### src/rtl/dmux4way16_ctrl_if.sv
// Handshake bundle between the producer, the DMux4Way16 datapath and its four consumers.
interface dmux4way16_ctrl_if #(
  parameter int unsigned CW = 3
);
  logic          in_valid;
  logic          in_ready;
  logic [15:0]   in_data;
  logic [1:0]    in_dest;
  logic [15:0]   dmux_in;
  logic [1:0]    dmux_sel;
  logic [3:0]    out_valid;
  logic [3:0]    out_ready;
  logic [CW-1:0] fifo_count;

  modport master (
    output in_valid, in_data, in_dest, out_ready,
    input  in_ready, dmux_in, dmux_sel, out_valid, fifo_count
  );

  modport slave (
    input  in_valid, in_data, in_dest, out_ready,
    output in_ready, dmux_in, dmux_sel, out_valid, fifo_count
  );
endinterface

### src/rtl/dmux4way16_ctrl.sv
// FIFO-buffered flow controller feeding DMux4Way16 with a registered one-hot output stage.
// Optional round-robin routing enabled by macro DMUX4WAY16_CTRL_RR_EN (adds rr_mode port).
module dmux4way16_ctrl #(
  parameter int unsigned DEPTH = 4,
  parameter int unsigned CW    = 3
) (
  input  logic clk,
  input  logic rst_n,
`ifdef DMUX4WAY16_CTRL_RR_EN
  input  logic rr_mode,
`endif
  dmux4way16_ctrl_if.slave bus
);
  localparam int unsigned AW = CW - 1;

  typedef enum logic {EMPTY, FULL} state_t;

  state_t        state;
  logic [17:0]   mem [DEPTH];
  logic [AW-1:0] wr_ptr, rd_ptr;
  logic [CW-1:0] count;
  logic [1:0]    odest;
  logic [15:0]   odata;
  logic [17:0]   head;
  logic [1:0]    pop_dest;
  logic          ov, fifo_empty, push, pop, transfer;

  assign ov         = (state == FULL);
  assign fifo_empty = (count == '0);
  assign head       = mem[rd_ptr];
  assign push       = bus.in_valid && bus.in_ready;
  assign transfer   = ov && bus.out_ready[odest];
  // Reload happens in the same cycle as a transfer, giving one word per cycle.
  assign pop        = !fifo_empty && (!ov || transfer);

`ifdef DMUX4WAY16_CTRL_RR_EN
  logic [1:0] rr_ptr;

  assign pop_dest = rr_mode ? rr_ptr : head[17:16];

  always_ff @(posedge clk or negedge rst_n) begin
    if (!rst_n) begin
      rr_ptr <= '0;
    end else if (pop && rr_mode) begin
      rr_ptr <= rr_ptr + 2'd1;
    end
  end
`else
  assign pop_dest = head[17:16];
`endif

  assign bus.in_ready   = (count != CW'(DEPTH));
  assign bus.fifo_count = count;
  assign bus.dmux_sel   = odest;
  assign bus.dmux_in    = ov ? odata : '0;
  assign bus.out_valid  = ov ? (4'd1 << odest) : '0;

  always_ff @(posedge clk) begin
    if (push) begin
      mem[wr_ptr] <= {bus.in_dest, bus.in_data};
    end
  end

  always_ff @(posedge clk or negedge rst_n) begin
    if (!rst_n) begin
      wr_ptr <= '0;
      rd_ptr <= '0;
      count  <= '0;
    end else begin
      if (push) wr_ptr <= wr_ptr + AW'(1);
      if (pop)  rd_ptr <= rd_ptr + AW'(1);
      case ({push, pop})
        2'b10:   count <= count + CW'(1);
        2'b01:   count <= count - CW'(1);
        default: count <= count;
      endcase
    end
  end

  always_ff @(posedge clk or negedge rst_n) begin
    if (!rst_n) begin
      state <= EMPTY;
      odest <= '0;
      odata <= '0;
    end else begin
      case (state)
        EMPTY: begin
          if (pop) begin
            state <= FULL;
            odest <= pop_dest;
            odata <= head[15:0];
          end
        end
        FULL: begin
          if (pop) begin
            odest <= pop_dest;
            odata <= head[15:0];
          end else if (transfer) begin
            state <= EMPTY;
          end
        end
        default: state <= EMPTY;
      endcase
    end
  end
endmodule

### src/flat_wrapper.sv
// flat-port wrapper written by rule: the top's interface ports become plain ports
module dmux4way16_ctrl_flat 
#(
  parameter int unsigned DEPTH = 4,
  parameter int unsigned CW    = 3
)
  (clk, rst_n, bus_in_valid, bus_in_data, bus_in_dest, bus_out_ready, bus_in_ready, bus_dmux_in, bus_dmux_sel, bus_out_valid, bus_fifo_count);
  dmux4way16_ctrl_if #(.CW(CW)) bus_i ();
  input  logic clk;
  input  logic rst_n;
  input wire logic [$bits(bus_i.in_valid)-1:0] bus_in_valid;
  input wire logic [$bits(bus_i.in_data)-1:0] bus_in_data;
  input wire logic [$bits(bus_i.in_dest)-1:0] bus_in_dest;
  input wire logic [$bits(bus_i.out_ready)-1:0] bus_out_ready;
  output wire logic [$bits(bus_i.in_ready)-1:0] bus_in_ready;
  output wire logic [$bits(bus_i.dmux_in)-1:0] bus_dmux_in;
  output wire logic [$bits(bus_i.dmux_sel)-1:0] bus_dmux_sel;
  output wire logic [$bits(bus_i.out_valid)-1:0] bus_out_valid;
  output wire logic [$bits(bus_i.fifo_count)-1:0] bus_fifo_count;
  assign bus_i.in_valid = bus_in_valid;
  assign bus_i.in_data = bus_in_data;
  assign bus_i.in_dest = bus_in_dest;
  assign bus_i.out_ready = bus_out_ready;
  assign bus_in_ready = bus_i.in_ready;
  assign bus_dmux_in = bus_i.dmux_in;
  assign bus_dmux_sel = bus_i.dmux_sel;
  assign bus_out_valid = bus_i.out_valid;
  assign bus_fifo_count = bus_i.fifo_count;
  dmux4way16_ctrl #(.DEPTH(DEPTH), .CW(CW)) u_core (.clk(clk), .rst_n(rst_n), .bus(bus_i));
endmodule
### config.mk
export PLATFORM = sky130hd
export DESIGN_NAME = dmux4way16_ctrl_flat
export DESIGN_NICKNAME = d
export VERILOG_FILES = /design/src/rtl/dmux4way16_ctrl_if.sv /design/src/rtl/dmux4way16_ctrl.sv /design/src/flat_wrapper.sv
export SDC_FILE = /design/constraint.sdc
export NUM_CORES = 1
export LEC_CHECK = 0
export CAP_MARGIN = 0
export CORE_MARGIN = 3
export CORE_UTILIZATION = 49
export CTS_CLUSTER_DIAMETER = 100
export DETAILED_ROUTE_END_ITERATION = 16
export PLACE_DENSITY = 0.87
export SKIP_LAST_GASP = 1
export SLEW_MARGIN = 20
export SYNTH_ARGS = -nofsm -noshare
export SYNTH_HDL_FRONTEND = slang
export SYNTH_SLANG_ARGS = --single-unit
### constraint.sdc
create_clock -name clk -period 1.97 [get_ports clk]
set_input_delay 0.394 -clock clk [delete_from_list [all_inputs] [get_ports clk]]
set_output_delay 0.394 -clock clk [all_outputs]
set_load 0.02 [all_outputs]
==> flow_summary.yaml, run 1 <==
layout:
  drive_above_1_share_pct: 33.7
  final_area_mm2: 0.00489
  syn2layout_area_growth_pct: 25.3
  antenna_cells: 0
  final_cell_mix: "72 x edfxtp_1, 29 x clkdlybuf4s50_1, 21 x dfrtp_1"
  layout_commonest_cell: "edfxtp_1"
  nNetsFinal: 305
synth:
  synth-seq-cells: 98
  netlist_area_mm2: 0.00390
  yosysWarnings: 0
  avgSynthCellArea_um2: 19.7
  syn-num-nets: 229
  ys_types: 26
  synth_cells: 198
  ys_seq_area_share_pct: 72.1
detailed_routing:
  postRouteAntennaNets: 0
  drt-vias-per-instance: 5.38
  drt_first_pass_iters: 4
  drt-total-wl_um: 6700
  drc: 0
  routedWlPerCell_um: 17.7
  num_vias: 2032
  drt_iter0_drc: 110
timing:
  setup_violations: 1
  fin_crit_ns: 1.98
  tightest_slew_ns: 0.364
  slew_viol_final: 0
  finalHoldViolCount: 0
  max_slew_margin_pct: 75.0
  finalCritPeriodShare_pct: 100
  clock.fmax_ghz: 0.506
  finalClockSkew_ns: 0.00895
  fin_ws_ns: -0.00691
  rsz0062_at_grt: "true"
  finalSetupTns_ns: -0.00691
clocking:
  cts_root_buf: "clkbuf_8"
  cts_sinks: 98
  clkLatencyLatePin_ns: 0.35
  tritoncts: "built"
  cts_buffers: 9
  clock_path_buffers: 2
  clk_pin_slew_ns: 0.09
  post_cts_buffers: 0
  htree_levels: 3
  postCtsHoldBufs: 0
power_and_ir_drop:
  ir_drop_mv: 0.740
  leakage_nw: 1.80
  p_per_area_mw_per_mm2: 1600
die:
  io_pins: 51
  dieArea_mm2: 0.00907
  rows: 31
  dieHeight_um: 95.3
  die_w_um: 95.3
  start_util_pct: 52.1
  coreArea_mm2: 0.00749
setup_path:
  crit_type: "reg -> reg"
  cpMaxStageDelayCell: "dfrtp_2"
  cpPeakStageDelay_ns: 0.41
  worstPathCellList: "or3b_4, and2_4, inv_2, ha_4, inv_2, fa_2, xor2_1, nor2_1, xor2_1"
  r2r_cells: 9
  crit_path_end_kind: "flip-flop"
  crit_required_ns: 2.25
  startpoint_type: "flip-flop"
  cp_max_fo: 2
  cp_data_arrival_time_ns: 2.25
placement:
  port_buffers: 50
  place_congestion: 0.724
  post-dp-hpwl_um: 4370
  postPlaceCellArea_mm2: 0.00475
global_route:
  grt_overflow_total: 0
  track_usage_pct: 16.0
  grt_max_degree: 27
  antenna_found_initial: 0
  grt_pass1_wl_um: 10600
  grt_pass1_vias: 2163
status:
  violations: "setup timing"
  outcome: "complete, but fails checks"
min_path:
  holdCritPathClass: "in -> async"
job:
  cap_viol_max_count: 0
power by group:
group | switching (mW) | internal, mW | leakage [nW]
combinational | 1.71 | 1.87 | 0.764
sequential | 0.218 | 2.86 | 0.956
clock | 0.623 | 0.527 | 0.0843
total | 2.55 | 5.25 | 1.80
critical path, delay by kind of cell, from the launching register on:
family	cells	cell delay, ns
AND/OR/NAND/NOR	3	0.66
XOR/XNOR	2	0.29
adder cells (fa/ha/maj)	2	0.46
flip-flops	1	0.41
buffers and inverters	2	0.10
cell type report:
cell class                 count  area [um2]
sequential                    98        2820
fill                         513        2590
multi-input combinational     87        1070
timing repair buffer          72         678
clock buffer                  14         163
tap                           99         124
inverter                       6        22.5
clock inverter                 2        11.3
kinds of logic (layout without fill, tap and decap cells):
kind of cell,count (synthesis),after routing,share of synthesized area [%]
fa+ha+maj,6,6,2.12
compound gates,4,4,0.994
xor+xnor,6,6,1.35
simple gates,31,31,5.13
flops,98,98,72.1
buf+inv,13,94,1.73
mux,40,40,16.6
cell usage after synthesis, drive strengths merged:
cell type | instances | share of area, %
nor3 | 1 | 0.13
mux2 | 19 | 5.5
fa | 1 | 0.51
o31ai | 1 | 0.19
nand2 | 1 | 0.096
edfxtp | 72 | 55
dfrtp | 26 | 17
inv | 6 | 0.58
clkbuf | 2 | 0.19
a221oi | 2 | 0.61
and3 | 5 | 0.83
mux2i | 3 | 0.77
a22oi | 1 | 0.19
buf | 5 | 0.96
nor2 | 1 | 0.096
or3b | 1 | 0.22
and2b | 3 | 0.67
xor2 | 4 | 0.90
and2 | 19 | 3.1
ha | 5 | 1.6
mux4 | 18 | 10
xnor2 | 2 | 0.45
per-layer routing:
metal / vias up / wire, um / global-route usage [%] / share of wire (%)
li1: 908 / - / - / -
met1: 1061 / 2730 / 20.0 / 41
met2: 54 / 3480 / 27.2 / 52
met3: 9 / 387 / 3.79 / 5.8
met4: 0 / 97 / 5.65 / 1.4
met5: - / 0 / 0 / 0
worst paths after layout:
path,start,to,slack [ns]
setup / recovery,u_core.bus.fifo_count[0]$_DFFE_PN0P_,u_core.bus.fifo_count[2]$_DFFE_PN0P_,-0.007
hold / removal,rst_n,u_core.bus.fifo_count[2]$_DFFE_PN0P_,0.43
min in group clk,u_core.odata[2]$_DFFE_PN0P_,u_core.odata[2]$_DFFE_PN0P_,0.51
max in group asynchronous,rst_n,u_core.bus.dmux_sel[1]$_DFFE_PN0P_,1.25
hold reg to reg,u_core.odata[2]$_DFFE_PN0P_,u_core.odata[2]$_DFFE_PN0P_,0.51
setup reg to reg,u_core.bus.fifo_count[0]$_DFFE_PN0P_,u_core.bus.fifo_count[2]$_DFFE_PN0P_,-0.007
through the flow:
| step | hold slack, ns | setup WS, ns | util, % | std cells | total power, mW |
|---|---|---|---|---|---|
| 6_report | 0.430 | -0.00691 | 65.4 | 378 | 7.81 |
| 4_1_cts | 0.431 | -0.0442 | 65.5 | 378 | 7.93 |
| 3_5_place_dp | 0.492 | -0.385 | 63.5 | 362 | 6.97 |
| 5_1_grt | 0.446 | -0.124 | 65.4 | 378 | 8.28 |
| 3_3_place_gp | 0.482 | -0.341 | 63.5 | 362 | 6.79 |
| 2_1_floorplan | 0.0984 | -0.181 | - | 198 | 5.53 |
state kept, by name, summed over array words and instances, names as in the netlist:
| register | flops |
|---|---|
| u_core.wr_ptr | 2 |
| u_core.odata | 16 |
| u_core.ov | 1 |
| u_core.bus.dmux_sel | 2 |
| u_core.bus.fifo_count | 3 |
| u_core.mem | 72 |
| u_core.rd_ptr | 2 |
repair_timing:
| item | CTS | global route |
|---|---|---|
| endpoints found under the setup margin | 22 | 5 |
| resized for setup | 25 | 5 |
| hold endpoints to repair | 0 | 0 |
| pin swaps | 3 | 0 |
(Power assumes the default switching activity.)
==> run 2: changes to the inputs <==
==> constraint.sdc (replaced) <==
create_clock -name clk -period 1.77 [get_ports clk]
set_input_delay 0.354 -clock clk [delete_from_list [all_inputs] [get_ports clk]]
set_output_delay 0.354 -clock clk [all_outputs]
set_load 0.02 [all_outputs]
==> flow_summary.yaml, run 2 (synthesis results as in run 1) <==
die:
  rows: 31
  start_util_pct: 52.1
  dieHeight_um: 95.3
  io_pins: 51
  dieArea_mm2: 0.00907
  coreArea_mm2: 0.00749
  die_w_um: 95.3
min_path:
  holdCritPathClass: "in -> async"
setup_path:
  startpoint_type: "flip-flop"
  crit_required_ns: 1.42
  crit_type: "reg -> out"
  crit_path_end_kind: "output port"
  cp_max_fo: 5
  cp_data_arrival_time_ns: 1.64
detailed_routing:
  drt_iter0_drc: 78
  num_vias: 2040
  drt-vias-per-instance: 5.28
  postRouteAntennaNets: 0
  routedWlPerCell_um: 17.5
  drt_first_pass_iters: 4
  drt-total-wl_um: 6750
  drc: 0
layout:
  regMostFlops: "u_core.mem"
  final_cell_mix: "72 x edfxtp_1, 24 x clkdlybuf4s50_1, 21 x buf_4, 21 x dfrtp_1, 19 x mux2_2"
  layout_commonest_cell: "edfxtp_1"
  antenna_cells: 0
  syn2layout_area_growth_pct: 29.3
  nNetsFinal: 313
  drive_above_1_share_pct: 40.4
  largest_register_ffs: 72
  fillCellCount: 482
timing:
  tightest_slew_ns: 0.427
  slew_viol_final: 0
  finalHoldViolCount: 0
  max_slew_margin_pct: 70.7
  clock.fmax_ghz: 0.502
  finalCritPeriodShare_pct: 112
  whs_ns: 0.383
  finalClockSkew_ns: 0.0121
  fin_ws_ns: -0.221
  fin_crit_ns: 1.99
  setup_violations: 87
  rsz0062_at_grt: "true"
  finalSetupTns_ns: -1.54
global_route:
  antenna_found_initial: 0
  grt_overflow_total: 0
  grt_max_degree: 27
  grt_pass1_wl_um: 11100
  track_usage_pct: 16.9
  grt_pass1_vias: 2243
placement:
  port_buffers: 50
  place_congestion: 0.726
  post-dp-hpwl_um: 4420
power_and_ir_drop:
  leakage_nw: 1.87
  ir_drop_mv: 0.772
  p_per_area_mw_per_mm2: 1820
  power_mw: 9.21
clocking:
  postCtsHoldBufs: 0
  cts_sinks: 98
  cts_buffers: 9
  clkLatencyLatePin_ns: 0.35
  cts_root_buf: "clkbuf_8"
  clock_path_buffers: 2
  clk_pin_slew_ns: 0.09
  tritoncts: "built"
  htree_levels: 3
job:
  cap_viol_max_count: 0
status:
  violations: "setup timing"
  outcome: "complete, but fails checks"
run 2: cell type report:
| type | count | area [um2] | area share [%] |
|---|---|---|---|
| inverters | 6 | 25.0 | 0.496 |
| multi-input cells | 87 | 1070 | 21.2 |
| clock inverters | 6 | 88.8 | 1.76 |
| repair buffers | 80 | 781 | 15.5 |
| flip-flops and latches | 98 | 2820 | 55.9 |
| well taps | 99 | 124 | 2.45 |
| clock buffers | 10 | 138 | 2.73 |
run 2: final timing paths:
check	start	end	slack, ns	cells after the start
min in group clk	u_core.odata[1]$_DFFE_PN0P_	u_core.odata[1]$_DFFE_PN0P_	0.50	1
worst max register to register	u_core.bus.fifo_count[0]$_DFFE_PN0P_	u_core.bus.fifo_count[2]$_DFFE_PN0P_	-0.22	9
worst max-delay path	u_core.bus.fifo_count[0]$_DFFE_PN0P_	bus_in_ready	-0.22	5
worst min register to register	u_core.odata[1]$_DFFE_PN0P_	u_core.odata[1]$_DFFE_PN0P_	0.50	1
max in group asynchronous	rst_n	u_core.bus.dmux_sel[0]$_DFFE_PN0P_	1.09	2
worst min-delay path	rst_n	u_core.odata[12]$_DFFE_PN0P_	0.38	2
run 2: layer usage:
metal  vias up  global-route usage (%)  part of all wire [%]
li1        931                       -                     -
met1      1058                    20.8                    41
met2        43                    29.3                    53
met3         8                    2.92                   4.0
met4         0                    7.57                   1.4
met5         -                       0                     0
run 2: per-stage QoR:
stage | std cells | utilization (%) | instance area (um2) | setup WS [ns]
after floorplan | 198 | - | 3960 | -0.381
after global placement | 364 | 63.8 | 4780 | -0.501
after detailed placement | 364 | 63.8 | 4780 | -0.539
after CTS | 382 | 67.0 | 5010 | -0.217
after global routing | 386 | 67.4 | 5050 | -0.310
final | 386 | 67.4 | 5050 | -0.221
run 2: where the power goes:
| group | switching, mW | total (mW) | internal, mW |
|---|---|---|---|
| clock | 0.723 | 1.56 | 0.837 |
| combinational | 1.96 | 4.23 | 2.27 |
| sequential | 0.239 | 3.42 | 3.18 |
run 2: worst max-delay path, stage by stage (launching register included):
cell and delay [ns]:
dfrtp_2 0.41, or3b_4 0.40, buf_4 0.14, buf_6 0.10
buf_6 0.12, buf_6 0.12
run 2: what timing repair did:
item,4_1_cts,5_1_grt
setup buffers,2,4
pin swaps,3,0
gates cloned,0,0
gates resized for setup,58,18
endpoints found under the setup margin,46,31
